File: src/rtl/hcms_char_streamer.sv
// Purpose : text-buffer + 5x7 font front end for the HCMS serial shifter; streams
//           NCHARS*5 column bytes (char0 col0 first) per frame over valid/ready.
// Latency : start in cycle N -> first col_valid in N+2; done one cycle after the
//           final column handshake (NCHARS*5+2 cycles with col_ready held high).
// Backpressure: col_valid/col_data/col_last hold while col_ready is low; start
//           is ignored while busy (not queued).
//
// Ports: clk, reset_n (async active-low); wr_en/wr_addr/wr_glyph write the back
//        buffer; start requests a frame; busy/done report frame progress;
//        col_valid/col_ready/col_data/col_last form the column stream.
// Optional build macro: HCMS_STREAMER_AUTOREFRESH_EN adds a free-running frame
//        timer (period REFRESH_DIV clocks) with a one-deep pending request.
module hcms_char_streamer #(
   parameter int NCHARS      = 4,
   parameter int REFRESH_DIV = 250000
) (
   input  logic       clk,
   input  logic       reset_n,
   input  logic       wr_en,
   input  logic [2:0] wr_addr,
   input  logic [4:0] wr_glyph,
   input  logic       start,
   output logic       busy,
   output logic       done,
   output logic       col_valid,
   input  logic       col_ready,
   output logic [7:0] col_data,
   output logic       col_last
);

   localparam int CIW = (NCHARS > 1) ? $clog2(NCHARS) : 1;

   if (NCHARS < 1 || NCHARS > 8 || REFRESH_DIV < 1) begin : g_bad_params
      $error("hcms_char_streamer: NCHARS must be 1..8 and REFRESH_DIV >= 1");
   end

   // S_DONE is the one-cycle done pulse; busy stays high through it so a frame
   // spans NCHARS*5+2 busy cycles.
   typedef enum logic [1:0] {S_IDLE, S_LOAD, S_SEND, S_DONE} state_t;

   state_t           state, state_nxt;
   logic [4:0]       back_buf  [NCHARS];
   logic [4:0]       front_buf [NCHARS];
   logic [CIW-1:0]   chr_idx, chr_nxt;
   logic [2:0]       col_idx, col_nxt;
   logic             start_req;
   logic             frame_go;
   logic             col_hs;

   // 5x7 font: glyph column c (0 = leftmost) as rows[6:0], bit0 = top row.
   function automatic logic [6:0] font_col(input logic [4:0] g, input logic [2:0] c);
      logic [34:0] cols;
      case (g)
         5'd0:    cols = {7'h3E, 7'h51, 7'h49, 7'h45, 7'h3E};
         5'd1:    cols = {7'h00, 7'h42, 7'h7F, 7'h40, 7'h00};
         5'd2:    cols = {7'h42, 7'h61, 7'h51, 7'h49, 7'h46};
         5'd3:    cols = {7'h21, 7'h41, 7'h45, 7'h4B, 7'h31};
         5'd4:    cols = {7'h18, 7'h14, 7'h12, 7'h7F, 7'h10};
         5'd5:    cols = {7'h27, 7'h45, 7'h45, 7'h45, 7'h39};
         5'd6:    cols = {7'h3C, 7'h4A, 7'h49, 7'h49, 7'h30};
         5'd7:    cols = {7'h01, 7'h71, 7'h09, 7'h05, 7'h03};
         5'd8:    cols = {7'h36, 7'h49, 7'h49, 7'h49, 7'h36};
         5'd9:    cols = {7'h06, 7'h49, 7'h49, 7'h29, 7'h1E};
         5'd10:   cols = {7'h7E, 7'h09, 7'h09, 7'h09, 7'h7E};
         5'd11:   cols = {7'h7F, 7'h49, 7'h49, 7'h49, 7'h36};
         5'd12:   cols = {7'h3E, 7'h41, 7'h41, 7'h41, 7'h22};
         5'd13:   cols = {7'h7F, 7'h41, 7'h41, 7'h22, 7'h1C};
         5'd14:   cols = {7'h7F, 7'h49, 7'h49, 7'h49, 7'h41};
         5'd15:   cols = {7'h7F, 7'h09, 7'h09, 7'h09, 7'h01};
         5'd17:   cols = {7'h08, 7'h08, 7'h08, 7'h08, 7'h08};
         default: cols = '0;   // space and blank codes
      endcase
      case (c)
         3'd0:    return cols[34:28];
         3'd1:    return cols[27:21];
         3'd2:    return cols[20:14];
         3'd3:    return cols[13:7];
         default: return cols[6:0];
      endcase
   endfunction

`ifdef HCMS_STREAMER_AUTOREFRESH_EN
   localparam int RW = (REFRESH_DIV > 1) ? $clog2(REFRESH_DIV) : 1;
   logic [RW-1:0] rf_cnt;
   logic          rf_tick;
   logic          rf_pend;

   assign rf_tick = (rf_cnt == RW'(REFRESH_DIV - 1));

   // A tick that lands mid-frame is remembered once and replayed in the
   // first idle cycle; any idle cycle consumes it because start_req fires.
   always_ff @(posedge clk or negedge reset_n) begin
      if (!reset_n) begin
         rf_cnt  <= '0;
         rf_pend <= 1'b0;
      end else begin
         rf_cnt <= rf_tick ? '0 : rf_cnt + 1'b1;
         if (state == S_IDLE)
            rf_pend <= 1'b0;
         else if (rf_tick)
            rf_pend <= 1'b1;
      end
   end

   assign start_req = start | rf_tick | rf_pend;
`else
   assign start_req = start;
`endif

   assign frame_go = (state == S_IDLE) && start_req;
   assign col_hs   = col_valid && col_ready;

   // Column/glyph counters advance together; no divide by 5 needed.
   always_comb begin
      col_nxt = col_idx + 3'd1;
      chr_nxt = chr_idx;
      if (col_idx == 3'd4) begin
         col_nxt = 3'd0;
         chr_nxt = chr_idx + 1'b1;
      end
   end

   // Back buffer: host writes land here in every state.
   always_ff @(posedge clk or negedge reset_n) begin
      if (!reset_n) begin
         for (int i = 0; i < NCHARS; i++) back_buf[i] <= 5'd16;
      end else begin
         for (int i = 0; i < NCHARS; i++)
            if (wr_en && wr_addr == 3'(i)) back_buf[i] <= wr_glyph;
      end
   end

   // Front buffer snapshot at frame start, with a same-cycle write merged in.
   always_ff @(posedge clk or negedge reset_n) begin
      if (!reset_n) begin
         for (int i = 0; i < NCHARS; i++) front_buf[i] <= 5'd16;
      end else if (frame_go) begin
         for (int i = 0; i < NCHARS; i++)
            front_buf[i] <= (wr_en && wr_addr == 3'(i)) ? wr_glyph : back_buf[i];
      end
   end

   // Column datapath: the presented column is registered so it stays put
   // while the shifter stalls.
   always_ff @(posedge clk or negedge reset_n) begin
      if (!reset_n) begin
         chr_idx  <= '0;
         col_idx  <= '0;
         col_data <= 8'h00;
         col_last <= 1'b0;
      end else if (state == S_LOAD) begin
         chr_idx  <= '0;
         col_idx  <= '0;
         col_data <= {1'b0, font_col(front_buf[0], 3'd0)};
         col_last <= 1'b0;
      end else if (state == S_SEND && col_hs && !col_last) begin
         chr_idx  <= chr_nxt;
         col_idx  <= col_nxt;
         col_data <= {1'b0, font_col(front_buf[chr_nxt], col_nxt)};
         col_last <= (chr_nxt == CIW'(NCHARS - 1)) && (col_nxt == 3'd4);
      end
   end

   always_ff @(posedge clk or negedge reset_n) begin
      if (!reset_n) state <= S_IDLE;
      else          state <= state_nxt;
   end

   always_comb begin
      state_nxt = state;
      case (state)
         S_IDLE:  if (start_req) state_nxt = S_LOAD;
         S_LOAD:  state_nxt = S_SEND;
         S_SEND:  if (col_hs && col_last) state_nxt = S_DONE;
         default: state_nxt = S_IDLE;
      endcase
   end

   always_comb begin
      busy      = (state != S_IDLE);
      done      = (state == S_DONE);
      col_valid = (state == S_SEND);
   end

endmodule
File: config.mk
export PLATFORM = sky130hd
export DESIGN_NAME = hcms_char_streamer
export DESIGN_NICKNAME = d
export VERILOG_FILES = /design/src/rtl/hcms_char_streamer.sv
export SDC_FILE = /design/constraint.sdc
export NUM_CORES = 1
export LEC_CHECK = 0
export ABC_AREA = 1
export BUFFER_PORTS_ARGS = -buffer_cell sky130_fd_sc_hd__buf_2
export CAP_MARGIN = 25
export CORE_UTILIZATION = 63
export CTS_BUF_LIST = sky130_fd_sc_hd__clkbuf_4 sky130_fd_sc_hd__clkbuf_8
export DETAILED_ROUTE_END_ITERATION = 8
export PLACE_DENSITY = 0.79
export SYNTH_ARGS = -nofsm -noshare
export SYNTH_HDL_FRONTEND = slang
export SYNTH_SLANG_ARGS = --single-unit
File: constraint.sdc
create_clock -name clk -period 3 [get_ports clk]
set_input_delay 0 -clock clk [delete_from_list [all_inputs] [get_ports clk]]
set_output_delay 0 -clock clk [all_outputs]
set_load 0.02 [all_outputs]
; ---- Yosys cells after proc, flatten, opt, wreduce, memory -nomap -nowiden
; Memory sizes are Yosys's and may differ from the RTL's.
; Index checks and enable logic that the tools add are counted.
[classes]
add_sub_neg = 2
n_mul = 0
div_mod_pow = 0
order_cmp = 1
eq_ne = 14
shift = 0
mux = 21
bitwise_logic = 1
reduce_logical = 17
[ops]
columns = cell, count
row1 = 5-bit 2-to-1 mux, 6
row2 = 7-bit case mux with 4 select lines, 1
row3 = 8-bit 2-to-1 mux, 2
row4 = "3-bit by 2-bit equality test with 1-bit output, second input constant", 4
row5 = 5-bit binary-select mux with 2-bit select, 1
row6 = 1-bit logical AND, 10
row7 = 2-bit 2-to-1 mux, 5
row8 = 3-bit 2-to-1 mux, 3
row9 = "2-bit equality test, second input constant", 3
row10 = "3-bit by 1-bit equality test with 1-bit output, second input constant", 2
row11 = "3-bit equality test, second input constant", 2
row12 = 3-bit logical NOT, 2
row13 = 2-bit case mux with 3 select lines, 1
row14 = 2-bit nonzero test, 2
row15 = "3-bit by 1-bit adder with 3-bit output, second input constant", 1
row16 = "3-bit >= comparator, second input constant", 1
row17 = 2-bit inverter with 3-bit output, 1
row18 = "2-bit by 1-bit adder with 2-bit output, second input constant", 1
row19 = "2-bit by 1-bit equality test with 1-bit output, second input constant", 1
row20 = 2-bit logical NOT, 1
row21 = 1-bit 2-to-1 mux, 2
row22 = "2-bit by 1-bit inequality test with 1-bit output, second input constant", 1
row23 = "2-bit inequality test, second input constant", 1
row24 = 2-bit AND reduction, 1
row25 = 1-bit logical NOT, 1
[word_totals]
reg_bits = 56
latch_bits = 0
ramBits = 0
rom_bits = 2240
input_bits = 13
output_inout_bits = 12
word_cells = 71
memories = 2
[mem_list]
columns = memory, words, word_bits, rd, rd_ports_with_merged_regs, write_ports, line_no
row1 = (no name shown), 32, 35, 1, 0, 0, 53  ; case (g)
row2 = (no name shown), 32, 35, 1, 0, 0, 53

; ---- Longest topological paths before layout
; Gate-level depths: netlist of the first run.
; An unclocked memory read counts as a cell.
[depth]
depth_word = 10
depth_mapped = 22
depth_no_buf = 21

; ---- Worst setup path before layout of the first run
; No wires, ideal clock.
[synth_timing]
kind = register to register
startpoint = register col_idx[0]
endpoint = register col_data[6]
setup_time_ns = 0.123
arrival_ns = 2.420
t_required_ns = 2.877
slack_ns = 0.457
stages_incl_launch_ff = 21
n_path_buf = 1
synth_period_minus_slack_ns = 2.543
cell_sequence = dfrtp_1 > inv_1 > ha_1 > nand2_2 > nand2_4 > nand2_4 > buf_6 > nand2_1 > nand2_1 > nand2_1 > nand2_1 > inv_1 > ha_1 > nor2_1 > nand2_1 > nand2_1 > nand2_1 > nand2_1 > nand3_1 > nand2_1 > a21oi_1
[synth_between]
elab_chain_len = 10
elab_cells_between_ends = 16
cone_classes = add/sub (1) / eq/ne (4) / mux (8) / bitwise (1) / reduce/logical (1) / memory (1)
[synth_lines]
columns = element, line_no
row1 = start: declaration, 45  ; logic [2:0] col_idx, col_nxt;
row2 = start signal: assignment, 158  ; col_idx <= col_nxt;
row3 = 3-bit equality test, 117  ; if (col_idx == 3'd4) begin
row4 = 2-bit 2-to-1 mux, 117
row5 = 2-bit inverter with 3-bit output (implied by the code), 159  ; col_data <= {1'b0, font_col(front_buf[chr_nxt], col_nxt)};
row6 = 5-bit binary-select mux with 2-bit select, 159
row7 = 5-bit 2-to-1 mux (implied by the code) (2 in series), 159
row8 = memory 32 x 35 bit, -
row9 = 7-bit case mux with 4 select lines *, 73  ; case (c)
row10 = 8-bit 2-to-1 mux *, 156  ; end else if (state == S_SEND && col_hs && !col_last) begin
row11 = 8-bit 2-to-1 mux *, 151  ; end else if (state == S_LOAD) begin
row12 = end signal: assignment, 154  ; col_data <= {1'b0, font_col(front_buf[0], 3'd0)};
row13 = end signal: assignment, 159
row14 = end: declaration, 27  ; output logic [7:0] col_data,
; Mark *: on every way between the ends. The rest lies on a longest branch, timed or not. The select of a mux whose other input is x is not followed.
; A chain may end at the register's enable or synchronous reset.

; ---- Worst setup path in the final report of the first run
[layout_timing]
startpoint = register col_idx[0]
endpoint = register col_data[5]
; The elaborated chain is that of the path after synthesis.

==> results of run 1 <==
layer usage:
| metal | track usage, % | vias up |
|---|---|---|
| met5 | 0 | - |
| met4 | 11.3 | 0 |
| met3 | 5.83 | 26 |
| met2 | 52.4 | 159 |
| met1 | 47.6 | 1653 |
| li1 | - | 1734 |
critical path, stage by stage (launching register included):
cell and delay, ns:
sky130_fd_sc_hd__dfrtp_1 0.43, sky130_fd_sc_hd__inv_1 0.11, sky130_fd_sc_hd__ha_1 0.24, sky130_fd_sc_hd__nand2_2 0.15
sky130_fd_sc_hd__nand2_8 0.15, sky130_fd_sc_hd__nand2_4 0.12, sky130_fd_sc_hd__nand2_1 0.09, sky130_fd_sc_hd__nand3_1 0.07
sky130_fd_sc_hd__nand2_1 0.10, sky130_fd_sc_hd__inv_1 0.11, sky130_fd_sc_hd__ha_1 0.38, sky130_fd_sc_hd__nand2_4 0.11
sky130_fd_sc_hd__inv_1 0.04, sky130_fd_sc_hd__o21ai_1 0.17, sky130_fd_sc_hd__nand3_1 0.11, sky130_fd_sc_hd__nand2_1 0.13
sky130_fd_sc_hd__nand2_1 0.09, sky130_fd_sc_hd__a21oi_2 0.13
flip-flops by register name, summed over array words and instances, names as in the netlist:
name	cells
back_buf	20
state	2
front_buf	20
chr_idx	2
col_idx	3
col_last	1
col_data	7
area by class of cell:
| class | count | area share, % |
|---|---|---|
| clock buffers | 6 | 1.88 |
| well taps | 72 | 2.21 |
| inverters | 52 | 4.80 |
| multi-input cells | 407 | 52.0 |
| repair buffers | 29 | 4.00 |
| clock inverters | 2 | 1.01 |
| flip-flops and latches | 55 | 34.1 |
cells by family (layout without fill, tap and decap cells):
| logic type | Yosys count | in the layout | synth area share (%) |
|---|---|---|---|
| buf+inv | 64 | 89 | 7.89 |
| fa+ha+maj | 25 | 25 | 8.29 |
| compound gates | 78 | 78 | 11.3 |
| other cells | 1 | 1 | 0.0994 |
| flops | 55 | 55 | 36.7 |
| xor+xnor | 1 | 1 | 0.232 |
| simple gates | 302 | 302 | 35.5 |
worst paths after layout:
kind	startpoint	endpoint	slack (ns)	cells past startpoint
worst max-delay path	col_idx[0]	col_data[5]	0.18	17
worst min-delay path	wr_glyph[4]	back_buf[19]	0.003	3
worst max register to register	col_idx[0]	col_data[5]	0.18	17
worst min register to register	front_buf[4]	front_buf[4]	0.49	2
max in group asynchronous	reset_n	front_buf[4]	1.90	3
min in group asynchronous	reset_n	back_buf[7]	0.26	2
placed cells by master (no fill, tap or decap), types with 4 or more instances in the layout:
cell and n:
sky130_fd_sc_hd__a31oi_1 4, sky130_fd_sc_hd__ha_1 24, sky130_fd_sc_hd__inv_1 49, sky130_fd_sc_hd__buf_2 23, sky130_fd_sc_hd__buf_4 5, sky130_fd_sc_hd__nor2_1 29, sky130_fd_sc_hd__dfrtp_1 47, sky130_fd_sc_hd__a21oi_1 18
sky130_fd_sc_hd__dfstp_2 8, sky130_fd_sc_hd__nand2_1 194, sky130_fd_sc_hd__o21ai_0 41, sky130_fd_sc_hd__nand4_1 5, sky130_fd_sc_hd__nand2_2 9, sky130_fd_sc_hd__nand2_4 6, sky130_fd_sc_hd__nand3_1 48, sky130_fd_sc_hd__clkbuf_8 5
stage by stage:
step                instance area, sq um  instances
global placement                    3910        613
finish                              4070        623
detailed placement                  3910        613
floorplan                           3770        526
global route                        4070        623
CTS                                 4030        622
synthesized netlist by cell type (all sizes together) (4+ instances only):
library cell	n	share of area, %
dfrtp	47	31
nor2	32	3.4
buf	11	2.6
o21ai	44	5.8
ha	25	8.3
nand4	5	0.83
nand3	53	8.1
a31oi	4	0.66
a21oi	20	2.9
nand2	210	23
dfstp	8	5.6
inv	51	5.1
what timing repair did:
| action | 4_1_cts | 5_1_grt |
|---|---|---|
| hold buffers | 1 | 0 |
| resized for setup | 0 | 5 |
| setup buffers | 0 | 1 |
| endpoints found under the setup margin | 0 | 5 |
| hold endpoints to repair | 25 | 0 |
==> summary by stage, run 1 <==
Floorplanning
For this configuration, the core starts out at a cell density of 66.9%. The boundary pin count is 25. The area of the die is 6300 sq um. The standard cell core area is 5640 sq um. The floorplan step set the die height to 79.4 um. The number of rows created at floorplan is 27. The die boundary width is around 79 um.

Logic synthesis
The count of synthesis-stage warnings from yosys is 0. The share of the yosys chip area belonging to registers is 36.7%. In the synthesized netlist the dominant register cell turns out to be sky130_fd_sc_hd__dfrtp_1.

The number of flops mapped to enable cells by yosys is 0. The number of register bits inferred by synthesis is 55. The mean cell area of the mapped netlist is 7.17 sq um. The net count after synthesis is 564. The synthesized cell area is 3770 sq um. The count of cell types in the netlist is 36. After synthesis, the share of flip-flops with an asynchronous set or reset is 100%. Synthesis produced 526 cells.

Worst setup path
STA puts the critical path data arrival time at around 3.1 ns. The worst setup path is launched from a flop. The startpoint-to-endpoint class of the critical path is reg2reg. The endpoint type of the worst setup path is a flop.

The data required time at the worst endpoint is 3.25 ns. Of all nets on the critical path, the largest fanout is 14.

Min path
The tightest min-delay check is of the in2reg type.

STA
The final max-slew violation count is 0. The count of final hold-check violations is 0. The slew at the pin with the worst max-slew slack is 0.848 ns.

The final period utilization is 94.1%. Setup repair after global routing left no endpoint under its margin. The relative slew slack is a little over two fifths.

The setup-violating endpoint count in the final report is 0. Derived from the worst setup path, the maximum achievable clock frequency is 354 MHz. The clock arrives with 0.0156 ns of skew. Counting I/O delays and the setup requirement, the final critical path takes roughly 2.8 ns. The total negative setup slack is 0 ns. Hold is met by 0.00283 ns. Setup slack closes at 0.176 ns.

Global routing
The via count of the first global-routing pass was 3498. Summed over all layers, the global routing overflow is 0. The first-pass GRT wire length is roughly 16000 um. The number of antenna violations at the first check in global routing is 0. Entering global routing, the biggest net connects 33 pins. Global routing consumed, over all layers together, 33.7% of the routing resources.

Drt
In the routed design, unresolved DRC markers number 0. For this run, the detailed router's first-pass iteration total came to 5. Dividing the detail-routed via count by the number of cells gives 5.73. The total met3 wirelength after detailed routing is 732 um. The number of nets with antenna violations after detailed routing is 0. For this block, the routed nets add up to about 9700 um of wire.

The detailed router placed 3572 vias in this run. The highest metal layer carrying signal wires in the routed design is met4. For this block, wires on met1 add up to 4430 um.

After detailed routing, the met2 layer carries between 4000 and 5000 um of wire. The final routed wire length divided by cell count is 15.5 um. After the first detailed-routing iteration, the DRC count stood at between 400 and 500.

Outcome
The run finished with clean final reports.

CTS
The clock tree synthesis step divided the H-tree into 2 levels. The maximum number of buffers from clock root to sink is 2. The number of buffers created by CTS is 5.

The clock tree root buffer cell is sky130_fd_sc_hd__clkbuf_8. TritonCTS built the clock tree. The clock drives 55 sinks.

The clock slew at the register clock pins of the worst setup and hold paths is 0.11 ns. The source-to-sink clock delay at the later pin of the worst-skew pair is 0.32 ns.

Finish
After filler insertion, the fill cell instance count of the layout stands at 458. The post-route netlist has 13.4% of its cells at a drive strength greater than 1. At the end of the flow, the number of nets in the layout was 588. The multi-input logic area is ~2100 sq um. 0 antenna diodes ended up in the layout.

The post-synthesis to final-layout area growth is 7.86%. Measured on the finished design, the core utilization comes to 72.1%. The sequential standard cell area is 1390 sq um.

Flow run
Across the run, the number of max-cap violations was 0.

Place
The quantity of I/O buffers inserted on ports is 23. The last weighted congestion value of the routability-driven placer is 1.03. The HPWL after detailed placement is 7090 um. The minimum setup slack after placement is 0.212 ns.
Power of run 1 is left out: the tool's default activity adds up to more than one toggle a clock period on the data nets, which glitch-free logic cannot reach.
==> inputs of run 2 (changes only) <==
--- a/config.mk
+++ b/config.mk
@@ -8,10 +8,11 @@
 export ABC_AREA = 1
 export BUFFER_PORTS_ARGS = -buffer_cell sky130_fd_sc_hd__buf_2
 export CAP_MARGIN = 25
-export CORE_UTILIZATION = 63
+export CORE_UTILIZATION = 40
 export CTS_BUF_LIST = sky130_fd_sc_hd__clkbuf_4 sky130_fd_sc_hd__clkbuf_8
 export DETAILED_ROUTE_END_ITERATION = 8
-export PLACE_DENSITY = 0.79
+export PLACE_DENSITY = 0.54
 export SYNTH_ARGS = -nofsm -noshare
 export SYNTH_HDL_FRONTEND = slang
 export SYNTH_SLANG_ARGS = --single-unit
+export TNS_END_PERCENT = 20
==> summary by stage, run 2 (synthesis results as in run 1) <==
Place
Including well taps, the total number of placed cells is roughly 650. Buffers placed on the I/O ports in this run total 23. The HPWL after detailed placement is between 7000 and 8000 um.

The last weighted congestion value of the routability-driven placer is 0.880.

Global routing
After global routing the overflow that remains totals 0. The first-pass GRT wire length is between 15000 and 20000 um. The global-route track usage on met3 is 2.32%.

Entering global routing, the biggest net connects 40 pins. The combined global-route utilization of all metal layers is 22.0%. The global routing's busiest layer is met2.

The via count of the first global-routing pass was between 3000 and 4000. The met2 track demand over resource is between 30% and 40%. The number of antenna violations at the first check in global routing is 0. Global routing used 30.8% of the available met1 tracks.

Floorplanning
The y dimension of the die is between 90 and 100 um. The boundary pin count is 25. The floorplan step set the die width to 99.1 um.

The standard cell core area is 9200 sq um. Once the floorplan was initialized, standard cells occupied 41.0% of the core. The die covers 9820 sq um. The number of rows created at floorplan is 35.

Finish
After the flow finishes, the layout carries non-filler instances totaling 661. Leaving out fill and tap cells, the most frequent cell in the layout is sky130_fd_sc_hd__nand2_1. The layout has 966 filler cells. The largest registers in the layout are back_buf (20), front_buf (20), col_data (7). The area growth from synthesis to layout is 9.02%. The fraction of final layout cells sized beyond drive strength 1 is 13.8%. At the end of the flow, the number of nets in the layout was roughly 590.

Leaving out fill and tap cells, the most frequent cells in the layout are sky130_fd_sc_hd__nand2_1, sky130_fd_sc_hd__inv_1, sky130_fd_sc_hd__nand3_1, sky130_fd_sc_hd__dfrtp_1, sky130_fd_sc_hd__o21ai_0. The antenna diode instance count is 0.

Worst setup path
The setup path with the least slack is of type reg2reg. The number of buffers and inverters on the critical path is 3. The most critical setup path has its startpoint at col_idx[0].

The cell that appears most often on the critical path is sky130_fd_sc_hd__nand2_1. On the critical path the largest part of the delay comes from simple AND/OR/NAND/NOR gates. The startpoint of the worst-slack reg-to-reg timing path is col_idx[0]. For the worst setup path, the data arrival time is 2.98 ns. The critical path startpoint category is a flop. In this run the worst path has a maximum fanout of 14. Among all stages on the critical path, the largest delay is contributed by sky130_fd_sc_hd__dfrtp_1. STA puts the critical path data required time at 3.23 ns. The critical path's largest stage delay is 0.45 ns.

Walking the worst path, the cells encountered are inv_1 > ha_1 > nand2_4 > nand2_8 > nand2_4 > nand2_1 > nand2_1 > nand2_1 > nand2_1 > buf_4 > ha_2 > inv_1 > nand2_1 > nand2_1 > nand2_1 > nand2_1 > nor3b_2 > nand2_1 > nand2_1 > nand2_1. The endpoint type of the worst setup path is a flop.

Drt
The number of search-and-repair iterations in the first detailed-routing pass is 5. The final routed wire length divided by cell count is 15.4 um. The number of DRC markers in iteration 0 is 210. For this run, design rule violations remaining after detail routing come to 0. The number of nets with antenna violations after detailed routing is 0.

The final route contains 3506 vias. The aggregate routed wire length is 10100 um. The average vias per placed instance is 5.30.

STA
The count of final hold-check violations is 0. The maximum frequency from static timing analysis is approximately 360 MHz. Dividing the final minimum period by the clock period gives 91.6%. After routing, the total negative slack on setup checks comes to 0 ns. The final max-slew violation count is 0. The slew at the pin with the worst max-slew slack is ~0.93 ns.

Headroom to the max-slew limit came out at 37.7%. Setup repair after global routing left no endpoint under its margin. The worst-case clock skew is 0.0109 ns. The setup-violating endpoint count in the final report is 0. The clock period minus worst slack is 2.75 ns.

CTS
Clock tree synthesis inserted a total of 5 buffers. TritonCTS built the clock tree. Counting along the longest clock path gives a buffer depth of 2.

The total setup buffers inserted after CTS is 0. For this design, the sink count on the clock tree is 55. After clock tree synthesis, the clock-pin slew on the worst setup and hold paths is approximately 0.12 ns.

The source-to-sink clock delay at the later pin of the worst-skew pair is 0.33 ns. The tree is rooted in a sky130_fd_sc_hd__clkbuf_8. The H-tree was split into 2 levels.

Min path
In this run the worst hold path is classified as in2reg. The hold path startpoint is wr_glyph[4].

Outcome
The run finished with clean final reports.

Flow run
The number of max-cap violations is 0.
[run 2: final cells by class]
class	instances	area (sq um)	area share (%)
tap	111	139	3.38
sequential	55	1390	33.7
clock inverter	3	33.8	0.821
timing repair buffer	28	155	3.77
inverter	52	195	4.75
multi-input combinational	407	2130	51.9
clock buffer	5	68.8	1.67
[run 2: worst reg2reg max path, delay by kind of cell (launching register included)]
kind | cells | cell delay [ns]
AND/OR/NAND/NOR | 15 | 1.32
flip-flops | 1 | 0.45
adder cells (fa/ha/maj) | 2 | 0.50
buffers and inverters | 3 | 0.38
[run 2: final timing paths]
kind | to | slack [ns] | cells after the start
max in group asynchronous | back_buf[9] | 1.91 | 3
worst max register to register | col_data[3] | 0.25 | 20
min in group asynchronous | col_data[1] | 0.34 | 2
worst min register to register | front_buf[4] | 0.48 | 2
worst min-delay path | back_buf[9] | 0.01 | 3
worst max-delay path | col_data[3] | 0.25 | 20
[run 2: metal layers]
metal / wire length [um] / vias up
li1: - / 1731
met1: 5040 / 1669
met2: 4560 / 83
met3: 266 / 23
met4: 280 / 0
met5: 0 / -
[run 2: repair_timing]
action	CTS	global route
endpoints found under the hold margin	32	0
setup endpoints to repair	0	6
gates resized for setup	0	8
hold buffers	1	0
[run 2: through the flow]
stage	cell area, sq um	worst slack [ns]	utilization, %	hold WS, ns
2_1_floorplan	3770	0.457	-	-0.296
3_3_place_gp	3950	0.229	43.0	0.198
3_5_place_dp	3950	0.170	43.0	0.190
4_1_cts	4070	0.146	44.2	0.0194
5_1_grt	4110	0.0145	44.7	0.0451
6_report	4110	0.251	44.7	0.0107
Power of run 2 is left out for the same reason.
